## config.mk

```make
export PLATFORM = sky130hd
export DESIGN_NAME = alu_acc_seq_flat
export DESIGN_NICKNAME = d
export VERILOG_FILES = /design/src/rtl/alu_acc_seq_if.sv /design/src/rtl/alu_acc_seq.sv /design/src/flat_wrapper.sv
export SDC_FILE = /design/constraint.sdc
export NUM_CORES = 1
export LEC_CHECK = 0
export ABC_AREA = 0
export CORE_ASPECT_RATIO = 0.6
export CORE_UTILIZATION = 53
export DETAILED_ROUTE_END_ITERATION = 7
export GPL_TIMING_DRIVEN = 0
export PLACE_DENSITY_LB_ADDON = 0.1
export SETUP_SLACK_MARGIN = 0.1
export SLEW_MARGIN = 10
export SYNTH_ARGS = -nofsm -noshare
export SYNTH_HDL_FRONTEND = slang
export SYNTH_SLANG_ARGS = --single-unit
```

## constraint.sdc

```tcl
create_clock -name clk -period 2.1 [get_ports clk]
set_input_delay 0.315 -clock clk [delete_from_list [all_inputs] [get_ports clk]]
set_output_delay 0.315 -clock clk [all_outputs]
set_load 0.01 [all_outputs]
```

## src/rtl/alu_acc_seq_if.sv

```systemverilog
// Command and result channels of the accumulator stage, grouped as one bundle.
// The master drives commands and consumes results; the slave is the accumulator.
interface alu_acc_seq_if #(
  parameter int WIDTH = 8,
  parameter int CNT_W = 4
);
  logic             in_valid;
  logic             in_ready;
  logic [1:0]       in_op;
  logic [WIDTH-1:0] in_data;
  logic             out_valid;
  logic             out_ready;
  logic [WIDTH-1:0] acc;
  logic             overflow;
  logic             ovf_sticky;
  logic             zero;
  logic             negative;
  logic [CNT_W-1:0] op_count;

  modport master (
    output in_valid, in_op, in_data, out_ready,
    input  in_ready, out_valid, acc, overflow, ovf_sticky, zero, negative, op_count
  );

  modport slave (
    input  in_valid, in_op, in_data, out_ready,
    output in_ready, out_valid, acc, overflow, ovf_sticky, zero, negative, op_count
  );
endinterface

```

## src/rtl/alu_acc_seq.sv

```systemverilog
// Sequential add/sub accumulator: accept a command, execute it in one cycle,
// then hold the result and flags until the consumer takes them.
module alu_acc_seq #(
  parameter int WIDTH = 8,
  parameter int CNT_W = 4
) (
  input  logic              clk,
  input  logic              rst_n,
  alu_acc_seq_if.slave      bus
);
  localparam int S = WIDTH - 1;

  typedef enum logic [1:0] {
    IDLE = 2'd0,
    EXEC = 2'd1,
    RESP = 2'd2
  } state_t;

  typedef enum logic [1:0] {
    OP_LOAD  = 2'b00,
    OP_ADD   = 2'b01,
    OP_SUB   = 2'b10,
    OP_CLEAR = 2'b11
  } op_t;

  state_t           state_reg;
  logic [1:0]       op_reg;
  logic [WIDTH-1:0] data_reg;
  logic [WIDTH-1:0] acc_reg;
  logic             ovf_reg;
  logic             sticky_reg;
  logic [CNT_W-1:0] cnt_reg;
  logic             out_valid_reg;

  logic [WIDTH-1:0] sum_next;
  logic [WIDTH-1:0] diff_next;
  logic [WIDTH-1:0] acc_next;
  logic             ovf_next;

  // Result of the latched command against the current accumulator.
  always_comb begin
    sum_next  = acc_reg + data_reg;
    diff_next = acc_reg - data_reg;
    acc_next  = acc_reg;
    ovf_next  = 1'b0;
    case (op_reg)
      OP_LOAD: begin
        acc_next = data_reg;
      end
      OP_ADD: begin
        acc_next = sum_next;
        ovf_next = (acc_reg[S] == data_reg[S]) && (sum_next[S] != acc_reg[S]);
      end
      OP_SUB: begin
        acc_next = diff_next;
        ovf_next = (acc_reg[S] != data_reg[S]) && (diff_next[S] != acc_reg[S]);
      end
      default: begin
        acc_next = '0;
      end
    endcase
  end

  always_ff @(posedge clk) begin
    if (!rst_n) begin
      state_reg     <= IDLE;
      op_reg        <= 2'b00;
      data_reg      <= '0;
      acc_reg       <= '0;
      ovf_reg       <= 1'b0;
      sticky_reg    <= 1'b0;
      cnt_reg       <= '0;
      out_valid_reg <= 1'b0;
    end else begin
      case (state_reg)
        IDLE: begin
          if (bus.in_valid) begin
            op_reg    <= bus.in_op;
            data_reg  <= bus.in_data;
            state_reg <= EXEC;
          end
        end
        EXEC: begin
          acc_reg <= acc_next;
          ovf_reg <= ovf_next;
          if (op_reg == OP_CLEAR) begin
            sticky_reg <= 1'b0;
            cnt_reg    <= '0;
          end else begin
            sticky_reg <= sticky_reg | ovf_next;
            // Saturate rather than wrap so a long run still reads as "many".
            if (cnt_reg != {CNT_W{1'b1}}) begin
              cnt_reg <= cnt_reg + CNT_W'(1);
            end
          end
          out_valid_reg <= 1'b1;
          state_reg     <= RESP;
        end
        RESP: begin
          if (bus.out_ready) begin
            out_valid_reg <= 1'b0;
            state_reg     <= IDLE;
          end
        end
        default: begin
          out_valid_reg <= 1'b0;
          state_reg     <= IDLE;
        end
      endcase
    end
  end

  assign bus.in_ready   = (state_reg == IDLE);
  assign bus.out_valid  = out_valid_reg;
  assign bus.acc        = acc_reg;
  assign bus.overflow   = ovf_reg;
  assign bus.ovf_sticky = sticky_reg;
  assign bus.op_count   = cnt_reg;
  assign bus.zero       = (acc_reg == '0);
  assign bus.negative   = acc_reg[S];

endmodule

```

## src/flat_wrapper.sv

```systemverilog
// flat-port wrapper written by rule: the top's interface ports become plain ports
module alu_acc_seq_flat 
#(
  parameter int WIDTH = 8,
  parameter int CNT_W = 4
)
  (clk, rst_n, bus_in_valid, bus_in_op, bus_in_data, bus_out_ready, bus_in_ready, bus_out_valid, bus_acc, bus_overflow, bus_ovf_sticky, bus_zero, bus_negative, bus_op_count);
  alu_acc_seq_if #(.WIDTH(WIDTH), .CNT_W(CNT_W)) bus_i ();
  input  logic clk;
  input  logic rst_n;
  input wire logic [$bits(bus_i.in_valid)-1:0] bus_in_valid;
  input wire logic [$bits(bus_i.in_op)-1:0] bus_in_op;
  input wire logic [$bits(bus_i.in_data)-1:0] bus_in_data;
  input wire logic [$bits(bus_i.out_ready)-1:0] bus_out_ready;
  output wire logic [$bits(bus_i.in_ready)-1:0] bus_in_ready;
  output wire logic [$bits(bus_i.out_valid)-1:0] bus_out_valid;
  output wire logic [$bits(bus_i.acc)-1:0] bus_acc;
  output wire logic [$bits(bus_i.overflow)-1:0] bus_overflow;
  output wire logic [$bits(bus_i.ovf_sticky)-1:0] bus_ovf_sticky;
  output wire logic [$bits(bus_i.zero)-1:0] bus_zero;
  output wire logic [$bits(bus_i.negative)-1:0] bus_negative;
  output wire logic [$bits(bus_i.op_count)-1:0] bus_op_count;
  assign bus_i.in_valid = bus_in_valid;
  assign bus_i.in_op = bus_in_op;
  assign bus_i.in_data = bus_in_data;
  assign bus_i.out_ready = bus_out_ready;
  assign bus_in_ready = bus_i.in_ready;
  assign bus_out_valid = bus_i.out_valid;
  assign bus_acc = bus_i.acc;
  assign bus_overflow = bus_i.overflow;
  assign bus_ovf_sticky = bus_i.ovf_sticky;
  assign bus_zero = bus_i.zero;
  assign bus_negative = bus_i.negative;
  assign bus_op_count = bus_i.op_count;
  alu_acc_seq #(.WIDTH(WIDTH), .CNT_W(CNT_W)) u_core (.clk(clk), .rst_n(rst_n), .bus(bus_i));
endmodule
```

-- After elaboration in Yosys (flattened, before gate mapping)
Cells that the tools add are included.
- bits in registers: 27
- memories: 0
- bits of input ports: 14
- latch bits: 0
- memory bits (read-only): 0
- logic and storage cells: 45
- output and inout bits: 18
- RAM bits: 0
- order comparisons: 0
- multiply operators: 0
- shift operators: 0
- bitwise logic cells: 2
- equal/unequal tests: 12
- mux-type cells: 10
- add/subtract/negate cells: 3
- reductions and logical operators: 10
- div/mod/pow operators: 0
- operators by type and width (cell ; number):
    8-bit case mux with 3 select lines ; 1
    8-bit adder ; 1
    8-bit logical NOT ; 1
    4-bit 2-to-1 mux ; 2
    2-bit AND reduction ; 4
    8-bit subtractor ; 1
    2-bit equality test, second input constant ; 3
    2-bit case mux with 3 select lines ; 1
    4-bit by 1-bit adder with 4-bit output, second input constant ; 1
    2-bit by 1-bit equality test with 1-bit output, second input constant ; 2
    2-bit logical NOT ; 2
    2-bit 2-to-1 mux ; 2
    2-bit inequality test, second input constant ; 2
    4-bit inequality test, second input constant ; 1
    1-bit inequality test ; 3
    1-bit case mux with 3 select lines ; 1
    1-bit logical AND ; 2
    1-bit 2-to-1 mux ; 2
    1-bit case mux with 2 select lines ; 1
    2-bit nonzero test ; 1
    1-bit equality test ; 1
    1-bit NOT ; 1
    1-bit bitwise OR ; 1

-- Longest topological paths before layout
- word-level depth: 6
- mapped depth: 9
- mapped depth without buffers: 9

-- Worst setup path before layout
Ideal clock, no wire load.
- kind: register -> register
- start point: register u_core.acc_reg[0] (netlist: u_core.bus.acc[0])
- end point: register u_core.acc_reg[6] (netlist: u_core.bus.acc[6])
- setup time: 0.130 ns
- cell stages (with the launch flop): 10
- arrival: 1.867 ns
- setup slack: 0.103 ns
- path buffers: 0
- required time: 1.970 ns
- clock period less this slack: 1.997 ns
- path through: dfxtp_1 -> inv_1 -> ha_1 -> fa_1 -> nor2b_1 -> o21ai_1 -> a311oi_1 -> o21ai_0 -> a32oi_1 -> o21ai_0
- cells in the longest elaborated chain, start to end: 2
- elaborated cells between the ends (all ways): 3
- classes of those cells: add/sub: 2; mux: 1
- RTL lines (what ; line ; source):
    start: declaration ; alu_acc_seq.sv:29 ; logic [WIDTH-1:0] acc_reg;
    start signal: assignment ; alu_acc_seq.sv:84 ; acc_reg <= acc_next;
    8-bit subtractor or 8-bit adder (tied branches) ; alu_acc_seq.sv:43, alu_acc_seq.sv:42 ;
    8-bit case mux with 3 select lines (*) ; alu_acc_seq.sv:46 ; case (op_reg)
Every way passes the cells marked *; elsewhere a longest branch is shown, timed or not.
A chain may end at the register's enable or synchronous reset.

-- Worst setup path after layout
- start point: register u_core.data_reg[2]
- end point: register u_core.acc_reg[7] (netlist: u_core.bus.acc[7])
- cells in the longest elaborated chain, start to end: 2
- elaborated cells between the ends (all ways): 3
- classes of those cells: add/sub: 2; mux: 1
- RTL lines (what ; line ; source):
    start: declaration ; alu_acc_seq.sv:28 ; logic [WIDTH-1:0] data_reg;
    start signal: assignment ; alu_acc_seq.sv:79 ; data_reg <= bus.in_data;
    8-bit subtractor or 8-bit adder (tied branches) ; alu_acc_seq.sv:43, alu_acc_seq.sv:42 ;
    8-bit case mux with 3 select lines (*) ; alu_acc_seq.sv:46 ;
Marks and branches as above.

==> out/metrics.cfg <==
[status]
outcome = complete, no violations

[placed_design]
place_congestion = 0.959
io_buffer_count = 31
placed_cell_area_sq_um = 2320
hpwl_um = 3760
detailedPlace.worstSlack_ns = -0.201
dp.cells = 319

[setup_path]
crit_type = reg2reg
crit-reg2reg-launch = u_core.data_reg[2]
worstSetupEndpointType = flip-flop
cp_data_required_time_ns = 2.27
critPathLaunch = u_core.data_reg[2]
crit_fanout = 7
reg2regPathDepth = 10
cp.arrival_ns = 2.27
worstSetupStartpointType = flip-flop

[sta]
fmax_mhz = 476
setup-tns-final_ns = 0
worstMarginPinSlew_ns = 0.566
hold_viol = 0
slew_headroom_pct = 62.3
min_period_over_period_pct = 100
setup_viol = 0
timing.final.crit_period_ns = 2.10
clock_skew_ns = 0.00440
worst_slack_ns = 0.000778
drv_slew = 0
rsz0062_at_grt = yes

[die]
die_w_um = 80.4
die_y_um = 49.0
initial_core_util_pct = 57.8
fp.coreArea_sq_um = 3380
rows = 16
ios = 32
die_area_sq_um = 3940

[synth]
ys.flop_type = dfxtp_1
synth_top_area_share_pct = 27.7
synth_area_leaders = dfxtp_1 28%, ha_1 12%, nand2_1 5.6%
synthCells = 243
synth_edf_count = 0
synthArstFlopShare_pct = 0
seq_area_frac_synth_pct = 27.7
yosys.cell_types.count = 49
synth_area_leader_cell = dfxtp_1
synth_nets = 278
syn_area_sq_um = 1950
ys_seq_elements = 27
syn_avg_cell_area_sq_um = 8.04
ys_warn_count = 0

[detailed_routing]
wire_per_inst_um = 16.3
vias = 2019
dr.pass1.iters = 6
antenna_left = 0
drc_errors = 0
via_per_inst = 6.04
wl_um = 5450
drt_iter0_drc = 305

[hold_path]
hold-path-cell-count = 2
hp-class = reg2reg
worstHoldStart = u_core.bus.ovf_sticky

[layout]
stdcell_count = 334
final_cell_mix = 30 x clkdlybuf4s50_1, 28 x nand2_1, 18 x inv_1, 18 x dfxtp_1, 15 x ha_1
layout.nets = 325
fin_area_sq_um = 2620
final_common_cell = clkdlybuf4s50_1
area_growth_pct = 33.9
insertedDiodeCount = 0
postLayoutCoreUtil_pct = 77.4
drive_above_1_share_pct = 20.4

[global_route]
grt_pass1_vias = 1691
track_usage_pct = 27.2
antenna_found_initial = 0
overflow = 0
grt_pass1_wl_um = 8160
grt_max_degree = 18

[clock_network]
cts_tree = yes
htree_levels = 1
clock-sinks = 27
clockBufferDepth = 2
path_clk_slew_ns = 0.10
cts_buffers = 3
cts_root_buffer = clkbuf_8
worstSkewPairLatency_ns = 0.28
postCtsHoldBufs = 0

[pwr]
vdd_ir_drop_max_v = 0.000459
pwr_density_cell_nw_per_um2 = 497
p_leak_uw = 0.00103

[run]
drv_cap = 0

## power by group
part	switching, uW	internal [uW]	total (uW)
registers	35.8	533	569
clock network	185	140	325
logic	222	186	408
total	443	858	1300
## path summary, 6_finish.rpt
check / slack [ns] / end
hold / removal: 0.47 / u_core.bus.ovf_sticky
setup reg to reg: 0.0008 / u_core.bus.acc[7]
hold reg to reg: 0.47 / u_core.bus.ovf_sticky
setup / recovery: 0.0008 / u_core.bus.acc[7]
## through the flow
stage	hold slack [ns]	power [uW]
2_1_floorplan	0.460	800
3_3_place_gp	0.448	918
3_5_place_dp	0.452	923
4_1_cts	0.467	1260
5_1_grt	0.494	1360
6_report	0.469	1300
## kinds of logic (layout without fill, tap and decap cells)
family          count (synthesis)  count (layout)  share of synthesized area [%]
simple gates                   87              87                           23.2
compound gates                 67              67                           24.7
buf+inv                        35              81                           7.43
flops                          27              27                           27.7
fa+ha+maj                      21              21                           14.2
xor+xnor                        4               4                           1.79
mux                             2               2                           1.02
## per-layer routing
| layer | track usage (%) | share of wire [%] |
|---|---|---|
| met3 | 8.60 | 11 |
| met1 | 40.4 | 47 |
| met4 | 5.95 | 1.5 |
| met5 | 0 | 0 |
| met2 | 38.0 | 41 |
## cell type report
class	instances	area [sq um]
well taps	45	56.3
repair buffers	42	388
multi-input cells	181	1410
fillers	248	766
clock inverters	1	8.76
inverters	22	85.1
plain buffers	13	65.1
flip-flops and latches	27	567
clock buffers	3	41.3
## cell usage after synthesis, drive strengths merged (2+ instances only)
library cell,number
or4,2
o31ai,3
nor3b,3
o211a,2
nor3,7
xnor2,4
nor2,11
nand3,11
fa,2
nor2b,10
inv,22
clkbuf,9
a22oi,5
o22ai,3
mux2i,2
a221o,3
a311oi,2
o21a,2
and3,2
a21boi,10
dfxtp,27
buf,4
a21oi,13
or3,2
o221ai,2
o21ai,13
ha,19
nand3b,4
nand2,29
o211ai,2
## worst max-delay path, cell delays in order (launching register included)
cell,delay (ns)
dfxtp_4,0.40
inv_4,0.04
ha_4,0.20
buf_6,0.13
nor3b_4,0.22
nor3_4,0.10
a2111oi_4,0.36
buf_4,0.19
nor3_2,0.04
o211ai_1,0.20
o211ai_1,0.10
## repair_timing
item                                    4_1_cts  5_1_grt
resized for setup                            24       30
setup buffers                                 1       10
pin swaps                                     4       22
endpoints found under the setup margin        8        8
No activity file was read; power rests on OpenSTA's default activity.
